`src/rtl/stackn.sv`:
```
// stackn: register-based LIFO of DEPTH words with top/next visibility.
// Supports load (overwrite top), swap (exchange top two), push, pop, and
// combined push+pop (replace top). Overflow/underflow are sticky flags.
// Entries at or beyond count are always zero; pops shift a zero into the bottom.
module stackn #(
    parameter int WIDTH = 16,
    parameter int DEPTH = 6,
    parameter int CW    = $clog2(DEPTH + 1)
) (
    input  logic             clk,
    input  logic             rst_n,
    input  logic             load,
    input  logic             push,
    input  logic             pop,
    input  logic             swap,
    input  logic             clr_err,
    input  logic [WIDTH-1:0] d,
    output logic [WIDTH-1:0] qtop,
    output logic [WIDTH-1:0] qnext,
    output logic [CW-1:0]    count,
    output logic             empty,
    output logic             full,
    output logic             ovf,
    output logic             unf
);

    localparam logic [CW-1:0] DEPTH_C = CW'(DEPTH);
    localparam logic [CW-1:0] ONE_C   = CW'(1);
    localparam logic [CW-1:0] TWO_C   = CW'(2);

    logic [WIDTH-1:0] e_reg      [DEPTH];
    logic [WIDTH-1:0] e_next     [DEPTH];
    logic [WIDTH-1:0] push_shift [DEPTH];
    logic [WIDTH-1:0] pop_shift  [DEPTH];
    logic [CW-1:0]    count_reg;
    logic [CW-1:0]    count_next;
    logic             ovf_reg;
    logic             unf_reg;
    logic             ovf_next;
    logic             unf_next;
    logic             ovf_set;
    logic             unf_set;
    logic             is_empty;
    logic             is_full;

    assign is_empty = (count_reg == '0);
    assign is_full  = (count_reg == DEPTH_C);

    // Precomputed shifted views of the stack: push moves everything down one
    // slot with d on top, pop moves everything up one slot with zero fill.
    genvar gi;
    generate
        for (gi = 0; gi < DEPTH; gi++) begin : g_shift
            if (gi == 0) begin : g_top
                assign push_shift[gi] = d;
            end else begin : g_rest
                assign push_shift[gi] = e_reg[gi-1];
            end
            if (gi == DEPTH - 1) begin : g_bottom
                assign pop_shift[gi] = '0;
            end else begin : g_upper
                assign pop_shift[gi] = e_reg[gi+1];
            end
        end
    endgenerate

    // Next-state selection; priority is load, then swap, then push/pop.
    always_comb begin
        e_next     = e_reg;
        count_next = count_reg;
        ovf_set    = 1'b0;
        unf_set    = 1'b0;
        if (load) begin
            e_next[0] = d;
            if (is_empty) begin
                count_next = ONE_C;
            end
        end else if (swap) begin
            if (count_reg >= TWO_C) begin
                e_next[0] = e_reg[1];
                e_next[1] = e_reg[0];
            end else begin
                unf_set = 1'b1;
            end
        end else if (push && pop && !is_empty) begin
            // Replace top in place; depth is unchanged.
            e_next[0] = d;
        end else if (push) begin
            // Also covers push+pop on an empty stack.
            e_next = push_shift;
            if (is_full) begin
                ovf_set = 1'b1;
            end else begin
                count_next = count_reg + ONE_C;
            end
        end else if (pop) begin
            if (is_empty) begin
                unf_set = 1'b1;
            end else begin
                e_next     = pop_shift;
                count_next = count_reg - ONE_C;
            end
        end
        // A new error event outranks a clear in the same cycle.
        ovf_next = ovf_set | (ovf_reg & ~clr_err);
        unf_next = unf_set | (unf_reg & ~clr_err);
    end

    // State registers with asynchronous clear of every entry and flag.
    always_ff @(posedge clk or negedge rst_n) begin
        if (!rst_n) begin
            for (int i = 0; i < DEPTH; i++) begin
                e_reg[i] <= '0;
            end
            count_reg <= '0;
            ovf_reg   <= 1'b0;
            unf_reg   <= 1'b0;
        end else begin
            e_reg     <= e_next;
            count_reg <= count_next;
            ovf_reg   <= ovf_next;
            unf_reg   <= unf_next;
        end
    end

    assign qtop  = e_reg[0];
    assign qnext = e_reg[1];
    assign count = count_reg;
    assign empty = is_empty;
    assign full  = is_full;
    assign ovf   = ovf_reg;
    assign unf   = unf_reg;

endmodule
```
`config.mk`:
```
export PLATFORM = sky130hd
export DESIGN_NAME = stackn
export DESIGN_NICKNAME = d
export VERILOG_FILES = /design/src/rtl/stackn.sv
export SDC_FILE = /design/constraint.sdc
export NUM_CORES = 1
export LEC_CHECK = 0
export ABC_AREA = 1
export BUFFER_PORTS_ARGS = -buffer_cell sky130_fd_sc_hd__buf_2
export CAP_MARGIN = 10
export CORE_MARGIN = 5
export CORE_UTILIZATION = 50
export DETAILED_ROUTE_END_ITERATION = 8
export PLACE_DENSITY = 0.7
export SLEW_MARGIN = 10
export SYNTH_ARGS = -nofsm -noshare
export SYNTH_HDL_FRONTEND = slang
export SYNTH_SLANG_ARGS = --single-unit
```
`constraint.sdc`:
```
create_clock -name clk -period 1.88 [get_ports clk]
set_input_delay 0.564 -clock clk [delete_from_list [all_inputs] [get_ports clk]]
set_output_delay 0.564 -clock clk [all_outputs]
set_load 0.01 [all_outputs]
```
==> results.ini, run 1 <==
[critical_path]
worstPathMaxFanout = 5
cp.required_ns = 1.32
r2r_slack_ns = 0.29
arrival_ns = 1.24
setup.worst_path.start = count[1]
rr_worst_depth = 7
rr_startpoint = count[1]
reg2reg_to = qnext[7]
path_cells = nor2_4, nand2_4, inv_2, buf_2
worst_setup_path_end_kind = primary output
critPathMaxStageDelay_ns = 0.46
critPathLaunchType = flop
crit_type = reg -> out
cp_slowest_cell = dfrtp_2

[synth]
yosys_register_bits = 101
synthCells = 628
synth_top_area_share_pct = 48.2
ys.flop_type = dfrtp_1
syn_area_per_cell_um2 = 8.34
ys_async_sr_fraction_pct = 100
synthXorXnorAreaFrac_pct = 0
yosysWarnings = 0
synth_top_family_by_area = simple AND/OR/NAND/NOR gates
synth_fa_ha_area_share_pct = 0.382
synth_compound_area_share_pct = 15.0
synth_edf_count = 0
syn_nets = 652
synth_mux_area_share_pct = 6.30
synth_top_cell_by_area = dfrtp_1
synth_area_leaders = dfrtp_1 48%, nand2_1 14%, o21ai_0 7.0%, mux2i_1 6.3%, buf_4 4.9%
synthSimpleGateAreaFrac_pct = 19.4
mappedNetlistArea_um2 = 5240
synth.distinct_cells = 28
ys_seq_area_share_pct = 48.2

[power_and_ir_drop]
leakage_nw = 2.78
power_density_nw_per_um2 = 1350
total_power_mw = 7.71
vdd_ir_drop_max_v = 0.000555

[clock_tree]
cts_tree = done
hold_buffers = 0
cts.clk_slew.worst_paths_ns = 0.09
h-tree-depth = 3
cts-buffers-inserted = 9
cts_buffer_depth = 2
clkLatencyLatePin_ns = 0.37
cts_root_buffer = clkbuf_8
cts_sinks = 101

[global_route]
grt_max_degree = 73
grt_first_pass_wirelength_mm = 19.1
antenna_found_initial = 0
grt_pass1_vias = 3951
track_usage_pct = 18.4
grt_overflow = 0

[cells_and_area]
nNetsFinal = 675
multi_input_area_um2 = 2150
diodes = 0
drive_above_1_share_pct = 16.9
areaGrowthSynthToFinish_pct = 9.07
nFillCells = 904
largest_reg_flops = 64
regArea_um2 = 2530

[timing]
maxSlewViolCount = 0
rsz0062_at_grt = false
fmax_mhz = 553
slew_headroom_pct = 73.6
period_share_pct = 96.1
finClkSkew_ns = 0.00637
fin_tns_setup_ns = 0
setup_viol = 0
hold_viol = 0
tightest_slew_ns = 0.395
period_minus_slack_ns = 1.81

[routing]
vias = 4171
ant_nets = 0
drt_iter0_drc = 357
route.detailed.drc = 0
firstDrtPassIters = 5
vias_per_cell = 5.27
routed_wl_mm = 11.0
drt-wirelength-per-cell_um = 13.9

[outcome]
outcome = completed

[die]
ios = 62
core_um2 = 10300
initial_utilization_pct = 51.0
die_x_um = 112
row_count = 37
die_h_um = 112
fp.dieArea_um2 = 12600

[min_path]
hp-class = in -> async

[placement]
place.gp.congestion = 0.834
numPortBuffers = 61
place_hpwl_mm = 7.48

[job]
maxCapViolCount = 0

-- critical path, delay by kind of cell, from the launching register on --
kind / cells / cell delay [ns]
flip-flops: 1 / 0.46
AND/OR/NAND/NOR: 2 / 0.24
buffers and inverters: 2 / 0.18
-- through the flow --
stage | area, µm² | hold WS (ns) | setup WS, ns | utilization, % | instances
CTS | 5690 | 0.0996 | 0.0136 | 55.4 | 789
floorplan | 5240 | 0.268 | 0.238 | - | 628
detailed placement | 5470 | 0.474 | 0.113 | 53.2 | 771
global route | 5720 | 0.120 | 0.0124 | 55.6 | 792
global placement | 5470 | 0.467 | 0.165 | 53.2 | 771
finish | 5720 | 0.106 | 0.0731 | 55.6 | 792
-- worst max path at each step --
stage / to / slack [ns]
after floorplan: e_reg[15] / 0.24
after global placement: qnext[15] / 0.17
after detailed placement: qnext[10] / 0.11
after CTS: empty / 0.01
after global routing: empty / 0.01
final: empty / 0.07
-- timing repair --
action / 4_1_cts / 5_1_grt
buffers inserted: 2 / 3
pin swaps: 0 / 1
gates resized for setup: 3 / 1
endpoints found under the setup margin: 2 / 1
-- logic make-up after synthesis --
| family | after synthesis |
|---|---|
| AOI/OAI and AO/OA | 148 |
| buffers and inverters | 96 |
| muxes | 33 |
| adders and majority gates | 1 |
| DFF | 101 |
| and+or+nand+nor | 249 |
-- layout make-up --
cell class | count | share of cell area [%]
Inverter | 26 | 1.71
Timing Repair Buffer | 82 | 9.72
Clock inverter | 6 | 1.25
Multi-Input combinational cell | 431 | 37.7
Tap cell | 136 | 2.98
Sequential cell | 101 | 44.3
Clock buffer | 10 | 2.41
-- power by group --
part | leakage [nW] | switching (mW) | internal, mW
combinational | 1.35 | 1.49 | 1.13
sequential | 1.33 | 0.696 | 2.96
clock | 0.0991 | 0.772 | 0.661
total | 2.78 | 2.96 | 4.75
-- synthesized netlist by cell type (2+ instances only) --
master,count
buf_6,7
inv_1,25
a21boi_0,16
mux2i_1,33
buf_4,34
nor2_1,19
buf_2,14
nand3_1,24
a21oi_1,17
nand2_2,2
clkbuf_1,13
dfrtp_1,101
nand2_1,197
o21ai_0,73
o21ai_1,40
-- cells in the final DEF, fill, tap and decap left out --
| cell | Yosys | routed |
|---|---|---|
| a21boi_0 | 16 | 16 |
| a21oi_1 | 17 | 17 |
| buf_12 | 0 | 7 |
| buf_2 | 14 | 59 |
| buf_4 | 34 | 16 |
| bufinv_16 | 0 | 1 |
| clkbuf_8 | 0 | 10 |
| clkinv_4 | 0 | 2 |
| clkinvlp_4 | 0 | 2 |
| dfrtp_1 | 101 | 99 |
| dfrtp_2 | 0 | 2 |
| fa_1 | 1 | 1 |
| inv_1 | 25 | 23 |
| inv_2 | 1 | 3 |
| inv_6 | 0 | 1 |
| mux2i_1 | 33 | 33 |
| nand2_1 | 197 | 197 |
| nand2_2 | 2 | 2 |
| nand2_4 | 1 | 1 |
| nand3_1 | 24 | 24 |
| nand3_2 | 1 | 1 |
| nand4_4 | 1 | 1 |
| nor2_1 | 19 | 19 |
| nor2_2 | 1 | 1 |
| nor2_4 | 1 | 1 |
| nor3_1 | 1 | 1 |
| o21ai_0 | 73 | 73 |
| o21ai_1 | 40 | 40 |
| o21ai_2 | 1 | 1 |
| o221ai_1 | 1 | 1 |
| or2_1 | 1 | 1 |
-- routing by layer --
| layer | wire [µm] | global-route usage [%] | share of wire (%) | vias to the layer above |
|---|---|---|---|---|
| met5 | 0 | 0 | 0 | - |
| met4 | 214 | 8.09 | 1.9 | 0 |
| met3 | 615 | 3.50 | 5.6 | 20 |
| met2 | 4960 | 27.3 | 45 | 108 |
| met1 | 5200 | 26.2 | 47 | 1970 |
| li1 | - | - | - | 2073 |
Power figures use the tool's default switching activity.
==> inputs of run 2 (changes only) <==
==> constraint.sdc (replaced) <==
create_clock -name clk -period 1.88 [get_ports clk]
set_input_delay 0.376 -clock clk [delete_from_list [all_inputs] [get_ports clk]]
set_output_delay 0.376 -clock clk [all_outputs]
set_load 0.01 [all_outputs]
==> results.ini, run 2 (synthesized netlist as in run 1, its figures left out) <==
[outcome]
outcome = completed

[routing]
vias_per_cell = 5.26  ; -0.19%
route.detailed.drc = 0  ; unchanged
drt_iter0_drc = 486  ; +36%
firstDrtPassIters = 6  ; +1
routed_wl_mm = 11.2  ; +2.3%
ant_nets = 0  ; unchanged
vias = 4121  ; -1.2%
drt-wirelength-per-cell_um = 14.3  ; +3.3%

[global_route]
antenna_found_initial = 0  ; unchanged
grt_max_degree = 102  ; +40%
grt_pass1_vias = 3997  ; +1.2%
grt_overflow = 0  ; unchanged
grt_first_pass_wirelength_mm = 19.5  ; +1.7%
track_usage_pct = 18.7  ; +0.34 points

[timing]
finClkSkew_ns = 0.0114  ; +0.00498 ns
period_share_pct = 90.6  ; -5.5 points
slew_headroom_pct = 64.8  ; -8.8 points
setup_viol = 0  ; unchanged
period_minus_slack_ns = 1.70  ; -0.103 ns
fmax_mhz = 587  ; +6.0%
rsz0062_at_grt = false
maxSlewViolCount = 0  ; unchanged
tightest_slew_ns = 0.527  ; +0.132 ns
hold_viol = 0  ; unchanged
fin_tns_setup_ns = 0  ; unchanged

[clock_tree]
clkLatencyLatePin_ns = 0.36  ; about the same
cts_buffer_depth = 2  ; unchanged
cts-buffers-inserted = 9  ; unchanged
hold_buffers = 0  ; unchanged
post_cts_buffers = 0  ; -2
h-tree-depth = 3  ; unchanged
cts.clk_slew.worst_paths_ns = 0.10  ; about the same
ctsResizeCount = 0  ; -3
cts_sinks = 101  ; unchanged
cts_tree = done
cts_root_buffer = clkbuf_8

[critical_path]
worst_setup_path_end_kind = primary output
path_cells = nor2_4, nand2_4, inv_1, buf_2
critPathMaxStageDelay_ns = 0.49  ; +0.03 ns
worstPathMaxFanout = 6  ; +1
crit_type = reg -> out
critPathLaunchType = flop
crit_family = flip-flops
cp.required_ns = 1.50  ; +0.18 ns
arrival_ns = 1.33  ; +0.09 ns
path_buf_inv = 2  ; unchanged
cp_slowest_cell = dfrtp_1

[cells_and_area]
areaGrowthSynthToFinish_pct = 8.64
diodes = 0  ; unchanged
nNetsFinal = 667  ; -1.2%
final_common_cell = nand2_1
regArea_um2 = 2530  ; about the same
multi_input_area_um2 = 2150  ; unchanged
final_cell_mix = 197 x nand2_1, 101 x dfrtp_1, 73 x o21ai_0
drive_above_1_share_pct = 15.1  ; -1.8 points
design_area_um2 = 5690  ; -0.39%
largest_reg_flops = 64  ; unchanged
nFillCells = 910  ; +0.66%

[power_and_ir_drop]
power_density_nw_per_um2 = 1420  ; +5.1%
vdd_ir_drop_max_v = 0.000546  ; -1.7%
leakage_nw = 2.78  ; -0.21%

[placement]
numPortBuffers = 61  ; unchanged
place_hpwl_mm = 7.40  ; -1.0%
placed_cell_area_um2 = 5410  ; -1.1%
place.gp.congestion = 0.792  ; -5.1%

[die]
row_count = 37  ; unchanged
die_h_um = 112  ; unchanged
fp.dieArea_um2 = 12600  ; unchanged
initial_utilization_pct = 51.0  ; unchanged
core_um2 = 10300  ; unchanged
die_x_um = 112  ; unchanged
ios = 62  ; unchanged

[min_path]
hp-class = in -> async

[job]
maxCapViolCount = 0  ; unchanged

## run 2: layer usage
layer,GRT usage [%],vias up,share of wire [%],wire [µm]
li1,-,2055,-,-
met1,25.7,1935,46,5190
met2,29.8,120,47,5290
met3,3.99,11,5.6,631
met4,6.01,0,1.2,134
met5,0,-,0,0
## run 2: final cells by class
class / instances / area share [%]
tap: 136 / 2.99
clock inverter: 6 / 2.79
multi-input combinational: 431 / 37.8
sequential: 101 / 44.4
clock buffer: 10 / 2.24
timing repair buffer: 74 / 8.04
inverter: 26 / 1.71
## run 2: path summary, 6_finish.rpt
path	from	endpoint	slack, ns	depth (start not counted)
max in group asynchronous	rst_n	e_reg[53]	1.42	2
min in group clk	clr_err	ovf	0.22	2
hold reg to reg	e_reg[12]	e_reg[12]	0.49	2
setup / recovery	count[2]	empty	0.18	4
hold / removal	rst_n	e_reg[25]	0.06	2
setup reg to reg	count[2]	qnext[12]	0.26	8
## run 2: where the power goes
group / switching (mW) / internal, mW / leakage (nW)
Sequential: 0.718 / 2.95 / 1.33
Combinational: 1.46 / 1.02 / 1.30
Clock: 0.759 / 1.16 / 0.141
## run 2: metrics by stage
stage	utilization [%]	setup slack [ns]	power, mW	instances	hold slack, ns
final	55.4	0.176	8.07	784	0.0606
after detailed placement	52.6	0.278	6.19	768	0.473
after global placement	52.6	0.314	6.04	768	0.465
after CTS	55.4	0.161	8.12	784	0.0857
after global routing	55.4	0.100	8.69	784	0.116
after floorplan	-	0.423	5.61	628	0.0804
==> inputs of run 3 (changes only) <==
- PLACE_DENSITY: 0.7 -> 0.69
- SKIP_CTS_REPAIR_TIMING: unset -> 1
==> results.ini, run 3 (synthesized netlist as in run 1, its figures left out) <==
[timing]
period_minus_slack_ns = 1.73  ; +0.0293 ns
period_share_pct = 92.2  ; +1.6 points
hold_viol = 0  ; unchanged
finClkSkew_ns = 0.0125  ; +0.00116 ns
maxSlewViolCount = 0  ; unchanged
slew_headroom_pct = 63.9  ; -0.91 points
fin_tns_setup_ns = 0  ; unchanged
hold_ws_ns = 0.200  ; +0.139 ns
rsz0062_at_grt = false
tightest_slew_ns = 0.540  ; +0.0124 ns
fin_ws_ns = 0.147  ; -0.0293 ns
setup_viol = 0  ; unchanged
fmax_mhz = 577  ; -1.7%

[routing]
ant_nets = 0  ; unchanged
routed_wl_mm = 11.3  ; about the same
vias_per_cell = 5.33  ; +1.4%
vias = 4173  ; +1.3%
drt-wirelength-per-cell_um = 14.4  ; +0.23%
firstDrtPassIters = 5  ; -1
drt_iter0_drc = 466  ; -4.1%
route.detailed.drc = 0  ; unchanged

[cells_and_area]
largest_reg_flops = 64  ; unchanged
drive_above_1_share_pct = 14.7  ; -0.44 points
nNetsFinal = 666  ; -0.15%
areaGrowthSynthToFinish_pct = 7.23
final_common_cell = nand2_1
final_cell_mix = 197 x nand2_1, 101 x dfrtp_1, 73 x o21ai_0
diodes = 0  ; unchanged
design_area_um2 = 5620  ; -1.3%

[critical_path]
crit_family = simple AND/OR/NAND/NOR gates
critPathMaxStageDelay_ns = 0.48  ; about the same
cp_slowest_cell = dfrtp_1
cp.required_ns = 2.18  ; +0.68 ns
crit_type = reg -> reg
worstPathMaxFanout = 16  ; +10
worst_setup_path_end_kind = flop
path_cells = nor2_4, nand2_4, nand2_2, nand2_1, o21ai_0, nand2_1, nand2_1
arrival_ns = 2.04  ; +0.71 ns
critPathMostFrequentCell = nand2_1
critPathLaunchType = flop
path_buf_inv = 0  ; -2

[placement]
placed_cell_area_um2 = 5420  ; +0.18%
place.gp.congestion = 0.808  ; +2.0%
numPortBuffers = 61  ; unchanged
place_ws_ns = 0.189  ; -0.0890 ns
place_hpwl_mm = 7.65  ; +3.4%

[global_route]
antenna_found_initial = 0  ; unchanged
grt_max_degree = 96  ; -5.9%
track_usage_pct = 18.5  ; -0.19 points
grt_first_pass_wirelength_mm = 19.3  ; -0.81%
grt_pass1_vias = 4012  ; +0.38%
grt_overflow = 0  ; unchanged

[clock_tree]
cts_root_buffer = clkbuf_8
cts-buffers-inserted = 9  ; unchanged
cts_buffer_depth = 2  ; unchanged
cts_sinks = 101  ; unchanged
cts.clk_slew.worst_paths_ns = 0.10  ; about the same
h-tree-depth = 3  ; unchanged
cts_tree = done
clkLatencyLatePin_ns = 0.37  ; about the same

[min_path]
hp-class = in -> reg

[power_and_ir_drop]
leakage_nw = 2.74  ; -1.4%
power_density_nw_per_um2 = 1340  ; -5.2%
total_power_mw = 7.55  ; -6.4%
vdd_ir_drop_max_v = 0.000562  ; +3.0%

[die]
row_count = 37  ; unchanged
initial_utilization_pct = 51.0  ; unchanged
fp.dieArea_um2 = 12600  ; unchanged
core_um2 = 10300  ; unchanged
die_h_um = 112  ; unchanged
ios = 62  ; unchanged
die_x_um = 112  ; unchanged

[outcome]
outcome = completed

[job]
maxCapViolCount = 0  ; unchanged

[run 3: changes by cell type in the layout (fill, tap and decap cells not counted), sizes merged]
cell	before	now
dlygate4sd3	0	1
buf	74	72
clkbuf	10	12
clkinv	1	2
clkinvlp	0	1
bufinv	5	1
[run 3: layout make-up]
type	instances	area (µm²)
Clock buffer	12	145
Tap cell	136	170
Timing Repair Buffer	73	478
Multi-Input combinational cell	431	2150
Clock inverter	4	47.5
Fill cell	930	4660
Inverter	26	97.6
Sequential cell	101	2530
[run 3: path summary, 6_finish.rpt]
kind	from	depth (start not counted)	slack [ns]	end
max reg2reg	count[2]	7	0.15	qnext[14]
min in group asynchronous	rst_n	2	0.48	qtop[6]
max in group asynchronous	rst_n	3	0.83	e_reg[47]
min	clr_err	2	0.20	ovf
max	count[2]	7	0.15	qnext[14]
min reg2reg	e_reg[14]	2	0.49	e_reg[14]
[run 3: stage by stage]
stage / util (%) / cells
finish: 54.7 / 783
global route: 54.7 / 783
CTS: 54.6 / 782
detailed placement: 52.7 / 766
global placement: 52.7 / 766
floorplan: - / 628
[run 3: worst register-to-register path, cell delays in order, from the launching register on]
cell	delay, ns
dfrtp_1	0.48
nor2_4	0.20
nand2_4	0.09
nand2_2	0.11
nand2_1	0.34
o21ai_0	0.31
nand2_1	0.08
nand2_1	0.08
[run 3: layer usage]
metal	wire, µm	global-route usage, %	up-vias	share of wire (%)
li1	-	-	2061	-
met1	5340	26.4	1969	47
met2	5120	28.1	121	45
met3	616	3.88	22	5.5
met4	176	6.73	0	1.6
met5	0	0	-	0
[run 3: report_power, final]
| group | switching (mW) | leakage (nW) | internal [mW] |
|---|---|---|---|
| combinational | 1.46 | 1.31 | 1.03 |
| clock | 0.734 | 0.0964 | 0.649 |
| sequential | 0.720 | 1.33 | 2.95 |
| total | 2.92 | 2.74 | 4.63 |
